<file path="src/rtl/pipelined_adder_if.sv">
// rtl/pipelined_adder_if.sv - operand/result handshake bundle for pipelined_adder (ovf present with ADDER_OVERFLOW_EN)
interface pipelined_adder_if #(
    parameter int WIDTH = 16
);
    logic             in_valid;
    logic             in_ready;
    logic [WIDTH-1:0] a;
    logic [WIDTH-1:0] b;
    logic             cin;
    logic             out_valid;
    logic             out_ready;
    logic [WIDTH-1:0] sum;
    logic             cout;
`ifdef ADDER_OVERFLOW_EN
    logic             ovf;

    modport master (
        output in_valid, a, b, cin, out_ready,
        input  in_ready, out_valid, sum, cout, ovf
    );
    modport slave (
        input  in_valid, a, b, cin, out_ready,
        output in_ready, out_valid, sum, cout, ovf
    );
`else
    modport master (
        output in_valid, a, b, cin, out_ready,
        input  in_ready, out_valid, sum, cout
    );
    modport slave (
        input  in_valid, a, b, cin, out_ready,
        output in_ready, out_valid, sum, cout
    );
`endif
endinterface

</file>
<file path="src/rtl/pipelined_adder.sv">
// rtl/pipelined_adder.sv - STAGES-deep ripple-sliced adder with valid/ready flow control
// Optional signed overflow output enabled by ADDER_OVERFLOW_EN.
module pipelined_adder #(
    parameter int WIDTH  = 16,
    parameter int STAGES = 4
) (
    input  logic              clk,
    input  logic              rst,
    pipelined_adder_if.slave  bus
);
    localparam int SW = WIDTH / STAGES;

    logic en;

    // Whole pipe moves together; it only stalls when the output holds an unconsumed result.
    assign en           = bus.out_ready || !g_stage[STAGES-1].v_r;
    assign bus.in_ready = en;

    for (genvar k = 0; k < STAGES; k++) begin : g_stage
        // IW: operand bits not yet added on entry to this stage; SWD: sum bits done after it
        localparam int IW  = WIDTH - k * SW;
        localparam int SWD = (k + 1) * SW;

        logic            v_in;
        logic            c_in;
        logic [IW-1:0]   a_in;
        logic [IW-1:0]   b_in;
        logic [SW:0]     add;
        logic [SWD-1:0]  s_d;
        logic            v_r;
        logic            c_r;
        logic [SWD-1:0]  s_r;

        assign add = {1'b0, a_in[SW-1:0]} + {1'b0, b_in[SW-1:0]} + {{SW{1'b0}}, c_in};

        if (k == 0) begin : g_first
            assign v_in = bus.in_valid;
            assign c_in = bus.cin;
            assign a_in = bus.a;
            assign b_in = bus.b;
            assign s_d  = add[SW-1:0];
        end else begin : g_next
            assign v_in = g_stage[k-1].v_r;
            assign c_in = g_stage[k-1].c_r;
            assign a_in = g_stage[k-1].g_fwd.a_r;
            assign b_in = g_stage[k-1].g_fwd.b_r;
            assign s_d  = {add[SW-1:0], g_stage[k-1].s_r};
        end

        always_ff @(posedge clk or posedge rst) begin
            if (rst) begin
                v_r <= 1'b0;
                c_r <= 1'b0;
                s_r <= '0;
            end else if (en) begin
                v_r <= v_in;
                c_r <= add[SW];
                s_r <= s_d;
            end
        end

        if (k < STAGES - 1) begin : g_fwd
            logic [IW-SW-1:0] a_r;
            logic [IW-SW-1:0] b_r;

            always_ff @(posedge clk) begin
                if (en) begin
                    a_r <= a_in[IW-1:SW];
                    b_r <= b_in[IW-1:SW];
                end
            end
        end

`ifdef ADDER_OVERFLOW_EN
        if (k == STAGES - 1) begin : g_ovf
            logic ovf_r;

            // carry into the MSB is a^b^sum at that bit; overflow when it differs from carry out
            always_ff @(posedge clk or posedge rst) begin
                if (rst) begin
                    ovf_r <= 1'b0;
                end else if (en) begin
                    ovf_r <= a_in[SW-1] ^ b_in[SW-1] ^ add[SW-1] ^ add[SW];
                end
            end
        end
`endif
    end

    assign bus.out_valid = g_stage[STAGES-1].v_r;
    assign bus.sum       = g_stage[STAGES-1].s_r;
    assign bus.cout      = g_stage[STAGES-1].c_r;
`ifdef ADDER_OVERFLOW_EN
    assign bus.ovf       = g_stage[STAGES-1].g_ovf.ovf_r;
`endif

endmodule

</file>
<file path="src/flat_wrapper.sv">
// flat-port wrapper written by rule: the top's interface ports become plain ports
module pipelined_adder_flat 
#(
    parameter int WIDTH  = 16,
    parameter int STAGES = 4
)
  (clk, rst, bus_in_valid, bus_a, bus_b, bus_cin, bus_out_ready, bus_in_ready, bus_out_valid, bus_sum, bus_cout);
  pipelined_adder_if #(.WIDTH(WIDTH)) bus_i ();
  input  logic clk;
  input  logic rst;
  input wire logic [$bits(bus_i.in_valid)-1:0] bus_in_valid;
  input wire logic [$bits(bus_i.a)-1:0] bus_a;
  input wire logic [$bits(bus_i.b)-1:0] bus_b;
  input wire logic [$bits(bus_i.cin)-1:0] bus_cin;
  input wire logic [$bits(bus_i.out_ready)-1:0] bus_out_ready;
  output wire logic [$bits(bus_i.in_ready)-1:0] bus_in_ready;
  output wire logic [$bits(bus_i.out_valid)-1:0] bus_out_valid;
  output wire logic [$bits(bus_i.sum)-1:0] bus_sum;
  output wire logic [$bits(bus_i.cout)-1:0] bus_cout;
  assign bus_i.in_valid = bus_in_valid;
  assign bus_i.a = bus_a;
  assign bus_i.b = bus_b;
  assign bus_i.cin = bus_cin;
  assign bus_i.out_ready = bus_out_ready;
  assign bus_in_ready = bus_i.in_ready;
  assign bus_out_valid = bus_i.out_valid;
  assign bus_sum = bus_i.sum;
  assign bus_cout = bus_i.cout;
  pipelined_adder #(.WIDTH(WIDTH), .STAGES(STAGES)) u_core (.clk(clk), .rst(rst), .bus(bus_i));
endmodule
</file>
<file path="config.mk">
export PLATFORM = sky130hd
export DESIGN_NAME = pipelined_adder_flat
export DESIGN_NICKNAME = d
export VERILOG_FILES = /design/src/rtl/pipelined_adder_if.sv /design/src/rtl/pipelined_adder.sv /design/src/flat_wrapper.sv
export SDC_FILE = /design/constraint.sdc
export NUM_CORES = 1
export LEC_CHECK = 0
export CORE_UTILIZATION = 35
export CTS_CLUSTER_DIAMETER = 120
export DETAILED_ROUTE_END_ITERATION = 8
export GPL_ROUTABILITY_DRIVEN = 0
export PLACE_DENSITY_LB_ADDON = 0.08
export SLEW_MARGIN = 40
export SYNTH_ARGS = -nofsm -noshare
export SYNTH_HDL_FRONTEND = slang
export SYNTH_SLANG_ARGS = --single-unit
</file>
<file path="constraint.sdc">
create_clock -name clk -period 3.2 [get_ports clk]
set_clock_uncertainty 0.05 [all_clocks]
set_input_delay 0.64 -clock clk [delete_from_list [all_inputs] [get_ports clk]]
set_output_delay 0.64 -clock clk [all_outputs]
set_load 0.02 [all_outputs]
</file>
==> flow_summary.toml <==
[status]
status = "complete, no violations"

[final_layout]
areaGrowthSynthToFinish_pct = 23.5
drive_gt1_share_pct = 6.39
antennaDiodeCount = 0
fin_area_um2 = 4650
multi_input_area_um2 = 1000
regArea_um2 = 2640
fillers = 1019
final_net_count = 412

[critical_path]
end_kind = "primary output"
ff2ff_path_depth = 5
ff2ff_setup_slack_ns = 1.19
critPathCapture = "bus_in_ready"
rr_endpoint = "u_core.g_stage[1].c_r"
cp-startpoint = "bus_out_ready"
path_max_fanout = 2
r2r_start = "u_core.g_stage[0].g_fwd.b_r[0]"
critical_path_arrival_ns = 1.96
start_kind = "input port"
crit_required_ns = 2.51
crit_type = "in2out"

[cts]
cts_buffers = 9
clock_sinks = 96
root_buffer = "clkbuf_8"
cts_hold_buf = 0
ctsResizeCount = 0
clockBufferDepth = 2
clk-insertion-delay-late_ns = 0.34
htree_num_levels = 3
clk_pin_slew_ns = 0.10
postCtsSetupBuffers = 0
cts_tree = "done"

[route]
drc_errors = 0
vias = 2159
drt-pass1-iter-count = 4
drt-total-wl_mm = 5.89
drtAntennaViolNets = 0
drt_iter0_drc = 60
viasPerCell = 4.35
wl_per_cell_um = 11.9

[synth]
ys_ff_latch = 96
yosys_warnings = 0
syn_area_per_cell_um2 = 12.8
ys.flop_type = "edfxtp_1"
synth_area_um2 = 3760
seq_area_frac_synth_pct = 70.2
synth-edff-count = 48
synthCells = 295
async_reset_ff_share_pct = 50.0
synth.net_count = 352
synth_cell_types = 24

[worst_hold_path]
min_path_type = "reg2reg"

[pwr]
pwr-share-comb_pct = 32.2
switching_share_pct = 33.4
clkPwrFrac_pct = 17.9
internal_power_mw = 2.68
p_sw_mw = 1.34
ir_drop_mv = 0.348
seqPwrFrac_pct = 50.0
leakagePower_nw = 2.02
power_density_nw_per_um2 = 865

[timing]
whs_ns = 0.377
finalCriticalPeriod_ns = 2.65
fin_setup_tns_ns = 0
rsz0062_at_grt = "no"
drv_slew = 0
hold_viol = 0
fin_ws_ns = 0.548
setup_violations = 0
min_period_over_period_pct = 82.9
fmax_mhz = 377
slew-limit-headroom_pct = 61.3
worst_pin_slew_ns = 0.580

[global_route]
grt_usage_pct = 11.8
antenna_found_initial = 0
grt_pass1_vias = 2163
grt_max_degree = 96
grt_overflow = 0
grt_pass1_wl_mm = 10.1

[place]
io_buffer_count = 55
pre_cts_ws_ns = 0.534
dpl_cell_area_um2 = 4470
dpl.hpwl_mm = 3.83

[floorplan]
core.rowCount = 37
coreArea_um2 = 10400
dieWidth_um = 106
start_util_pct = 36.3
die_y_um = 106
ios = 56
dieArea_um2 = 11200

[flow_run]
drv_cap = 0
## kinds of logic (layout without fill, tap and decap cells)
group | after synthesis | count (layout) | synth area share [%]
simple gates | 118 | 118 | 12.5
flops | 96 | 96 | 70.2
compound gates | 31 | 31 | 4.65
buf+inv | 25 | 90 | 3.26
fa+ha+maj | 20 | 20 | 8.24
xor+xnor | 5 | 5 | 1.16
## cells in the mapped netlist, types with 2 or more instances
master      n  area, µm²
fa_1        8        160
buf_4       2       15.0
o21ai_0    11       55.1
inv_1      15       56.3
nor2_1     11       41.3
o21a_1      2       15.0
dfrtp_1    48       1200
buf_6       2       22.5
nor2b_1     3       18.8
edfxtp_1   48       1440
buf_2       5       25.0
nand2_1   100        375
xor2_1      4       35.0
a21oi_1    12       60.1
a21o_1      4       30.0
ha_1       12        150
## sequential cells by signal (all words and copies together), names as in the netlist
signal and count:
u_core.bus.cout 1, u_core.bus.out_valid 1, u_core.bus.sum 16, u_core.g_stage.c_r 3, u_core.g_stage.g_fwd.a_r 24, u_core.g_stage.g_fwd.b_r 24
u_core.g_stage.s_r 24, u_core.g_stage.v_r 3
## power groups by stage
stage / Sequential [mW] / Clock (mW) / Combinational [mW]
floorplan: 2.13 / 0 / 0.735
global placement: 2.04 / 0 / 1.31
detailed placement: 2.05 / 0 / 1.33
CTS: 2.02 / 0.762 / 1.33
global route: 2.07 / 0.801 / 1.49
finish: 2.01 / 0.718 / 1.29
## stage by stage
step	util [%]	power, mW	instances
final	44.8	4.02	496
after global routing	44.8	4.36	496
after CTS	44.8	4.12	496
after detailed placement	43.1	3.37	480
after global placement	43.1	3.35	480
after floorplan	-	2.87	295
## placed cells by master (no fill, tap or decap)
cell type / instances
nand2_1: 100
clkdlybuf4s50_1: 55
dfrtp_1: 48
edfxtp_1: 48
inv_1: 13
a21oi_1: 12
ha_1: 12
nor2_1: 11
o21ai_0: 11
clkbuf_8: 9
fa_1: 8
a21o_1: 4
xor2_1: 4
nor2b_1: 3
buf_4: 3
nor2b_4: 2
o21a_1: 2
clkinv_4: 2
clkinvlp_4: 2
clkinv_2: 1
xnor2_1: 1
inv_2: 1
a211oi_1: 1
nor3_1: 1
o31ai_1: 1
nand2b_1: 1
inv_6: 1
inv_8: 1
clkinv_1: 1
buf_12: 1
## routing by layer
| metal | share of wire [%] | track usage [%] |
|---|---|---|
| met1 | 47 | 15.9 |
| met2 | 47 | 18.1 |
| met3 | 4.3 | 2.72 |
| met4 | 1.8 | 5.65 |
| met5 | 0 | 0 |
## area by class of cell
cell class	count	share of cell area, %
Inverter	15	1.24
Clock buffer	9	2.67
Multi-Input combinational cell	174	21.6
Timing Repair Buffer	59	12.8
Sequential cell	96	56.9
Clock inverter	7	1.21
Tap cell	136	3.66
## critical path: stages
cell	delay [ns]
clkdlybuf4s50_1	0.44
nor2b_4	0.17
clkinv_2	0.13
clkdlybuf4s50_1	0.57
## worst min-delay path by stage
stage / startpoint / endpoint / slack [ns] / cells past startpoint
finish: u_core.g_stage[0].g_fwd.a_r[10] / u_core.g_stage[1].g_fwd.a_r[6] / 0.38 / 0
global placement: u_core.g_stage[1].g_fwd.b_r[7] / u_core.g_stage[2].g_fwd.b_r[3] / 0.35 / 0
detailed placement: u_core.g_stage[0].g_fwd.a_r[10] / u_core.g_stage[1].g_fwd.a_r[6] / 0.35 / 0
global route: u_core.g_stage[1].g_fwd.b_r[7] / u_core.g_stage[2].g_fwd.b_r[3] / 0.39 / 0
CTS: u_core.g_stage[0].g_fwd.a_r[10] / u_core.g_stage[1].g_fwd.a_r[6] / 0.38 / 0
floorplan: u_core.g_stage[0].g_fwd.a_r[4] / u_core.g_stage[1].g_fwd.a_r[0] / 0.35 / 0
(Power assumes the default switching activity.)
